File: config.mk
export PLATFORM = sky130hd
export DESIGN_NAME = compare_set_pipe
export DESIGN_NICKNAME = d
export VERILOG_FILES = /design/src/rtl/compare_set_pipe.sv
export SDC_FILE = /design/constraint.sdc
export NUM_CORES = 1
export LEC_CHECK = 0
export CAP_MARGIN = 40
export CORE_MARGIN = 1
export CORE_UTILIZATION = 25
export CTS_CLUSTER_DIAMETER = 40
export DETAILED_ROUTE_END_ITERATION = 10
export SETUP_SLACK_MARGIN = 0.3
export SLEW_MARGIN = 25
export SYNTH_ARGS = -nofsm -noshare
export SYNTH_HDL_FRONTEND = slang
export SYNTH_SLANG_ARGS = --single-unit
File: constraint.sdc
create_clock -name clk -period 2.15 [get_ports clk]
set_input_delay 0.43 -clock clk [delete_from_list [all_inputs] [get_ports clk]]
set_output_delay 0.43 -clock clk [all_outputs]
set_load 0.005 [all_outputs]
File: src/rtl/compare_set_pipe.sv
// Two-stage compare/set unit: S1 registers a - b with its carry and signed overflow,
// S2 registers the selected compare outcome and drives every output directly.
module compare_set_pipe #(
    parameter int WIDTH = 32
) (
    input  logic             clk,
    input  logic             rst_n,
    input  logic             in_valid,
    output logic             in_ready,
    input  logic [WIDTH-1:0] a,
    input  logic [WIDTH-1:0] b,
    input  logic [2:0]       op,
    input  logic             flush,
    output logic             out_valid,
    input  logic             out_ready,
    output logic [WIDTH-1:0] result,
    output logic             carryout,
    output logic             overflow,
    output logic             illegal
);

    typedef enum logic [2:0] {
        OP_SLT  = 3'b000,
        OP_SLTU = 3'b001,
        OP_SGE  = 3'b010,
        OP_SGEU = 3'b011,
        OP_SEQ  = 3'b100,
        OP_SNE  = 3'b101,
        OP_RSV6 = 3'b110,
        OP_RSV7 = 3'b111
    } op_e;

    logic             s1_valid_q,   s1_valid_d;
    logic             s1_carry_q,   s1_carry_d;
    logic [WIDTH-1:0] s1_diff_q,    s1_diff_d;
    logic             s1_ovf_q,     s1_ovf_d;
    op_e              s1_op_q,      s1_op_d;
    logic             s1_illegal_q, s1_illegal_d;

    logic             s2_valid_q,   s2_valid_d;
    logic             s2_result_q,  s2_result_d;
    logic             s2_carry_q,   s2_carry_d;
    logic             s2_ovf_q,     s2_ovf_d;
    logic             s2_illegal_q, s2_illegal_d;

    logic             s2_advance;
    logic             s1_advance;
    logic             accept;
    logic             sub_carry;
    logic [WIDTH-1:0] sub_diff;
    logic             sub_ovf;
    logic             slt_bit;
    logic             cmp_bit;

    assign s2_advance = !s2_valid_q || out_ready;
    assign s1_advance = !s1_valid_q || s2_advance;
    assign in_ready   = s1_advance && !flush;
    assign accept     = in_valid && in_ready;

    assign {sub_carry, sub_diff} = {1'b0, a} + {1'b0, ~b} + {{WIDTH{1'b0}}, 1'b1};
    assign sub_ovf = (a[WIDTH-1] != b[WIDTH-1]) && (sub_diff[WIDTH-1] != a[WIDTH-1]);

    // Signed less-than: the sign of the difference, corrected when the subtraction overflowed.
    assign slt_bit = s1_diff_q[WIDTH-1] ^ s1_ovf_q;

    always_comb begin
        cmp_bit = 1'b0;
        case (s1_op_q)
            OP_SLT:  cmp_bit = slt_bit;
            OP_SLTU: cmp_bit = !s1_carry_q;
            OP_SGE:  cmp_bit = !slt_bit;
            OP_SGEU: cmp_bit = s1_carry_q;
            OP_SEQ:  cmp_bit = (s1_diff_q == '0);
            OP_SNE:  cmp_bit = (s1_diff_q != '0);
            default: cmp_bit = 1'b0;
        endcase
    end

    always_comb begin
        // NOTE: every _d is given its hold value first, so no path through this block infers a latch.
        s1_valid_d   = s1_valid_q;
        s1_carry_d   = s1_carry_q;
        s1_diff_d    = s1_diff_q;
        s1_ovf_d     = s1_ovf_q;
        s1_op_d      = s1_op_q;
        s1_illegal_d = s1_illegal_q;
        s2_valid_d   = s2_valid_q;
        s2_result_d  = s2_result_q;
        s2_carry_d   = s2_carry_q;
        s2_ovf_d     = s2_ovf_q;
        s2_illegal_d = s2_illegal_q;

        if (s1_advance) s1_valid_d = accept;
        if (accept) begin
            s1_carry_d   = sub_carry;
            s1_diff_d    = sub_diff;
            s1_ovf_d     = sub_ovf;
            s1_op_d      = op_e'(op);
            s1_illegal_d = (op[2:1] == 2'b11);
        end

        if (s2_advance) s2_valid_d = s1_valid_q;
        if (s2_advance && s1_valid_q && !flush) begin
            s2_result_d  = cmp_bit;
            s2_carry_d   = s1_carry_q;
            s2_ovf_d     = s1_ovf_q;
            s2_illegal_d = s1_illegal_q;
        end

        // Flush overrides any advance happening in the same cycle.
        if (flush) begin
            s1_valid_d = 1'b0;
            s2_valid_d = 1'b0;
        end
    end

    // NOTE: the datapath registers are reset as well, because S2 drives the outputs and they must read 0 in reset.
    always_ff @(posedge clk or negedge rst_n) begin
        if (!rst_n) begin
            s1_valid_q   <= 1'b0;
            s1_carry_q   <= 1'b0;
            s1_diff_q    <= '0;
            s1_ovf_q     <= 1'b0;
            s1_op_q      <= OP_SLT;
            s1_illegal_q <= 1'b0;
            s2_valid_q   <= 1'b0;
            s2_result_q  <= 1'b0;
            s2_carry_q   <= 1'b0;
            s2_ovf_q     <= 1'b0;
            s2_illegal_q <= 1'b0;
        end else begin
            // NOTE: state registers take non-blocking assignments so every flop samples pre-edge values.
            s1_valid_q   <= s1_valid_d;
            s1_carry_q   <= s1_carry_d;
            s1_diff_q    <= s1_diff_d;
            s1_ovf_q     <= s1_ovf_d;
            s1_op_q      <= s1_op_d;
            s1_illegal_q <= s1_illegal_d;
            s2_valid_q   <= s2_valid_d;
            s2_result_q  <= s2_result_d;
            s2_carry_q   <= s2_carry_d;
            s2_ovf_q     <= s2_ovf_d;
            s2_illegal_q <= s2_illegal_d;
        end
    end

    assign out_valid = s2_valid_q;
    assign result    = {{(WIDTH-1){1'b0}}, s2_result_q};
    assign carryout  = s2_carry_q;
    assign overflow  = s2_ovf_q;
    assign illegal   = s2_illegal_q;

endmodule

# == After elaboration in Yosys (flattened, before gate mapping) ==
# Index checks and enable logic that the tools add are counted.
# op_classes
bitwise_logic,2
eq_ne,8
n_reduce_logical,17
mux,5
n_addsub,2
# op_table
operator,n
adder 32 x 32 -> 33 bit,1
"adder 33 x 1 -> 33 bit, second input constant",1
logical NOT 32 bit,1
NOT 32 bit,1
nonzero test 32 bit,1
"equality test 3 x 2 -> 1 bit, second input constant",2
"equality test 3 bit, second input constant",2
case mux 1 bit (6 select lines),1
logical AND 1 bit,5
logical NOT 1 bit,5
two-way mux 1 bit,4
nonzero test 2 bit,2
"equality test 3 x 1 -> 1 bit, second input constant",1
logical NOT 3 bit,1
"equality test 2 bit, second input constant",1
logical OR 1 bit,2
inequality test 1 bit,2
bitwise XOR 1 bit,1
# totals
elab_cells,45
inputBits,72
out_inout_bits,37
ff_bits,44

# == Depth between registers and ports, before layout ==
# depth
ltp_word,7
depth_mapped,10
mapped_depth_nobuf,10

# == Worst setup path after synthesis ==
# OpenSTA, ideal clock, no wires.
# synth_path
path_type,in2reg
startpoint,input a[0]
endpoint,register s1_diff_q[28]
stages,10
setup_time_ns,0.127
setup_slack_ns,-0.134
arrival_ns,2.157
required_time_ns,2.023
path_cell_list,inv_1 -> ha_1 -> fa_1 -> nor2b_4 -> o211ai_2 -> a31oi_1 -> a31oi_1 -> o21ai_1 -> a21oi_1 -> nand3b_1
# synth_via
elab_chain_len,2
# synth_rtl
item,line_no,text
from (decl),10,"input logic [WIDTH-1:0] a,"
adder 32 x 32 -> 33 bit,60,"assign {sub_carry, sub_diff} = {1'b0, a} + {1'b0, ~b} + {{WIDTH{1'b0}}, 1'b1};"
adder 33 x 1 -> 33 bit,60,
to (signal assigned),135,s1_diff_q <= s1_diff_d;
to (decl),35,"logic [WIDTH-1:0] s1_diff_q, s1_diff_d;"
# No other way between the ends.
# A chain may end at the register's enable or synchronous reset.

# == Final worst setup path ==
# layout_path
startpoint,input b[1]
endpoint,register s1_diff_q[29]
# layout_via
elab_chain_len,3
# layout_rtl
item,line_no,text
from (decl),11,"input logic [WIDTH-1:0] b,"
NOT 32 bit,60,
adder 32 x 32 -> 33 bit,60,
adder 33 x 1 -> 33 bit,60,
# No other way between the ends.

==> insert_results.sql <==
INSERT INTO impl_metrics (metric_group, metric, value, unit) VALUES
('status', 'outcome', 'finished, violations left', ''),
('status', 'violations_in_the_final_reports', 'setup timing', ''),
('worst_setup_path', 'timing.critical_path.arrival', '2.33', 'ns'),
('die', 'pin_count', '109', ''),
('yosys', 'post_synth_xor_area_fraction', '0.05815', ''),
('route', 'detail_route.wirelength.met1', '5231', 'um'),
('worst_setup_path', 'max_stage_delay', '0.30', 'ns'),
('yosys', 'post_synth_main_area_contributors', 'dfrtp_1 (27%), ha_1 (9.8%), nand2_1 (6.6%)', ''),
('die', 'die_width', '129.5', 'um'),
('route', 'dr_wl_met2', '5870', 'um'),
('route', 'drt-initial-drc-count', '184', ''),
('yosys', 'synth_top_area_frac', '0.2708', ''),
('placed_design', 'place_congestion', '0.8182', ''),
('worst_setup_path', 'cp_startpoint_kind', 'input pin', ''),
('global_routing', 'grt_remaining_overflow', '0', ''),
('power', 'ir_drop', '0.3330', 'mV'),
('die', 'starting_density_of_the_core', '0.2560', ''),
('layout', 'final_layout_size_suffix_gt1_frac', '0.5093', ''),
('timing', 'grt_setup_unrepaired', 'yes', ''),
('worst_setup_path', 'flop_to_flop_setup_slack', '0.48', 'ns'),
('global_routing', 'grt_usage', '0.1430', ''),
('clock_tree', 'cts_made_buffers', '5', ''),
('yosys', 'ys_async_sr_fraction', '1.000', ''),
('clock_tree', 'numClockSinks', '44', ''),
('die', 'die_h', '129.5', 'um'),
('yosys', 'synth_area_leader', 'dfrtp_1', ''),
('layout', 'antenna-diode-count', '0', ''),
('route', 'route.detailed.vias_per_inst', '4.491', ''),
('worst_setup_path', 'crit_path_cell_trace', 'buf_8 > inv_4 > ha_4 > nor2b_4 > o2111a_2 > buf_6 > o2111ai_4 > a31oi_4 > a221oi_2 > xor2_1 > o21ai_1', ''),
('placed_design', 'placedInstanceArea', '5963', 'um^2'),
('clock_tree', 'insertion_delay', '0.28', 'ns'),
('clock_tree', 'clock_tree_from_tritoncts', 'built', ''),
('route', 'antenna_violating_nets_post_route', '0', ''),
('timing', 'finalMaxSlewViolations', '0', ''),
('global_routing', 'antenna_found_initial', '0', ''),
('power', 'power.total', '3717', 'uW'),
('power', 'pwr_density_cell', '525.8', 'nW/um^2'),
('worst_setup_path', 'crit_type', 'in2reg', ''),
('global_routing', 'grt_pass1_vias', '4319', ''),
('layout', 'layout-area-overhead-vs-synth', '73.88', '%'),
('clock_tree', 'clock_tree.root_cell', 'clkbuf_16', ''),
('yosys', 'synth_compound_gate_area_share', '0.2360', ''),
('worst_setup_path', 'critical_path.slowest_cell', 'o2111a_2', ''),
('timing', 'finalHoldViolCount', '0', ''),
('placed_design', 'hpwl', '8889', 'um'),
('placed_design', 'io_buffers', '77', ''),
('clock_tree', 'clock_path_buffers', '2', ''),
('clock_tree', 'htreeDepth', '2', ''),
('worst_setup_path', 'critical_path.endpoint_type', 'flip-flop', ''),
('worst_setup_path', 'cp_data_required_time', '2.31', 'ns'),
('die', 'floorplan.core_area', '15890', 'um^2'),
('placed_design', 'pre_cts_ws', '-0.7840', 'ns'),
('route', 'drc', '0', ''),
('global_routing', 'grt_first_pass_wirelength', '19670', 'um'),
('timing', 'postLayoutSetupSlackWorst', '-0.02137', 'ns'),
('route', 'wl_per_cell', '12.77', 'um'),
('timing', 'setup_violations', '1', ''),
('die', 'die_area', '16780', 'um^2'),
('yosys', 'synth.yosys.warnings', '0', ''),
('yosys', 'syn_avg_cell_area', '8.265', 'um^2'),
('die', 'fp-row-count', '46', ''),
('layout', 'fin_nets', '801', ''),
('route', 'dr.pass1.iters', '4', ''),
('timing', 'clock-skew-final', '0.005269', 'ns'),
('global_routing', 'grt_max_degree', '41', ''),
('yosys', 'syn-instance-count', '492', ''),
('route', 'topRoutingLayerUsed', 'met4', ''),
('route', 'detailroute.wirelength.met3', '386', 'um'),
('yosys', 'synth_seq_cells', '44', ''),
('worst_hold_path', 'hold_class', 'in2reg', ''),
('yosys', 'post_synth_num_cell_types', '70', '');
## report_power, final
group | internal [uW] | switching [uW]
Sequential | 998 | 102
Clock | 545 | 305
Combinational | 939 | 828
Total | 2480 | 1230
## Yosys cell counts, drive strengths merged (3+ instances only)
library cell,count
a21o,7
a31oi,7
a21oi,39
o31ai,4
o21a,4
ha,32
nor2b,5
clkbuf,11
nand3,12
dfrtp,44
buf,42
o2111ai,3
nand2b,4
nand4,7
o211ai,3
nor3,6
nand2,73
nor2,21
mux2,3
inv,37
xor2,17
o21ai,45
o221ai,3
and3,4
and2,6
xnor2,10
nor4,9
## layer usage
| layer | vias to the layer above | global-route usage |
|---|---|---|
| met5 | - | 0 |
| met4 | 0 | 0.02052 |
| met3 | 13 | 0.01734 |
| met2 | 91 | 0.2625 |
| met1 | 1923 | 0.1821 |
| li1 | 2073 | - |
## logic make-up (layout without fill, tap and decap cells)
logic type / after synthesis / count (layout)
fa+ha+maj: 33 / 33
buf+inv: 90 / 265
xor+xnor: 27 / 27
flops: 44 / 44
other cells: 1 / 31
compound gates: 137 / 137
mux: 4 / 4
simple gates: 156 / 156
## layout by cell type, fill, tap and decap left out, drive strengths merged, types with 3 or more instances in the layout
cell type and instances:
ha 32, clkdlybuf4s50 14, and2 6, nor2 21
buf 170, xor2 17, clkdlybuf4s15 3, nor4 9
nand3 12, nand4 7, o31ai 4, nand2b 4
o211ai 3, o2111ai 3, o221ai 3, a21oi 39
conb 31, nor2b 5, a31oi 7, inv 37
nor3 6, dlygate4sd2 25, mux2 3, xnor2 10
o21a 4, dfrtp 44, a21o 7, clkbuf 12
and3 4, o21ai 45, nand2 73
## path summary, 6_finish.rpt
| kind | from | end | cells after the start |
|---|---|---|---|
| setup / recovery | b[1] | s1_diff_q[29] | 11 |
| hold / removal | b[0] | s1_diff_q[0] | 3 |
| setup reg to reg | s1_diff_q[9] | s2_result_q | 7 |
| hold reg to reg | s1_illegal_q | s1_illegal_q | 2 |
| max in group asynchronous | rst_n | s1_diff_q[7] | 3 |
| min in group asynchronous | rst_n | s1_diff_q[1] | 2 |
## state kept, by name, summed over array words and instances (netlist names)
signal / count
carryout: 1
s1_ovf_q: 1
illegal: 1
s2_result_q: 1
s1_diff_q: 32
s1_op_q: 3
out_valid: 1
overflow: 1
s1_carry_q: 1
s1_illegal_q: 1
s1_valid_q: 1
## metrics by stage
step           cells  utilization    TNS, ns  hold WS (ns)
3_5_place_dp     873       0.3754     -16.98        0.2237
3_3_place_gp     873       0.3754     -15.84        0.2216
2_1_floorplan    522            -  -0.009074        0.1344
4_1_cts          901       0.4245          0        0.4520
5_1_grt          913       0.4451    -0.3040        0.4588
6_report         913       0.4451   -0.02137        0.4529
## repair_timing
item                                    4_1_cts  5_1_grt
gates resized for setup                     282       55
endpoints found under the setup margin       32       25
buffers inserted                             19       12
endpoints found under the hold margin         1        0
pin swaps                                    94       43
hold buffers                                  1        0
## area by class of cell
| class | instances | area, um^2 |
|---|---|---|
| Clock buffer | 5 | 125.1 |
| Clock inverter | 3 | 42.54 |
| Fill cell | 1558 | 8815 |
| Inverter | 37 | 166.4 |
| Multi-Input combinational cell | 388 | 3568 |
| Sequential cell | 44 | 1101 |
| Tap cell | 216 | 270.3 |
| Timing Repair Buffer | 220 | 1797 |
## worst max-delay path, delay by kind of cell
kind	cells	cell delay, ns
compound gates	5	1.09
buf+inv	3	0.28
xor+xnor	1	0.22
fa+ha+maj	1	0.18
simple gates	1	0.12
No activity file was read; power rests on OpenSTA's default activity.
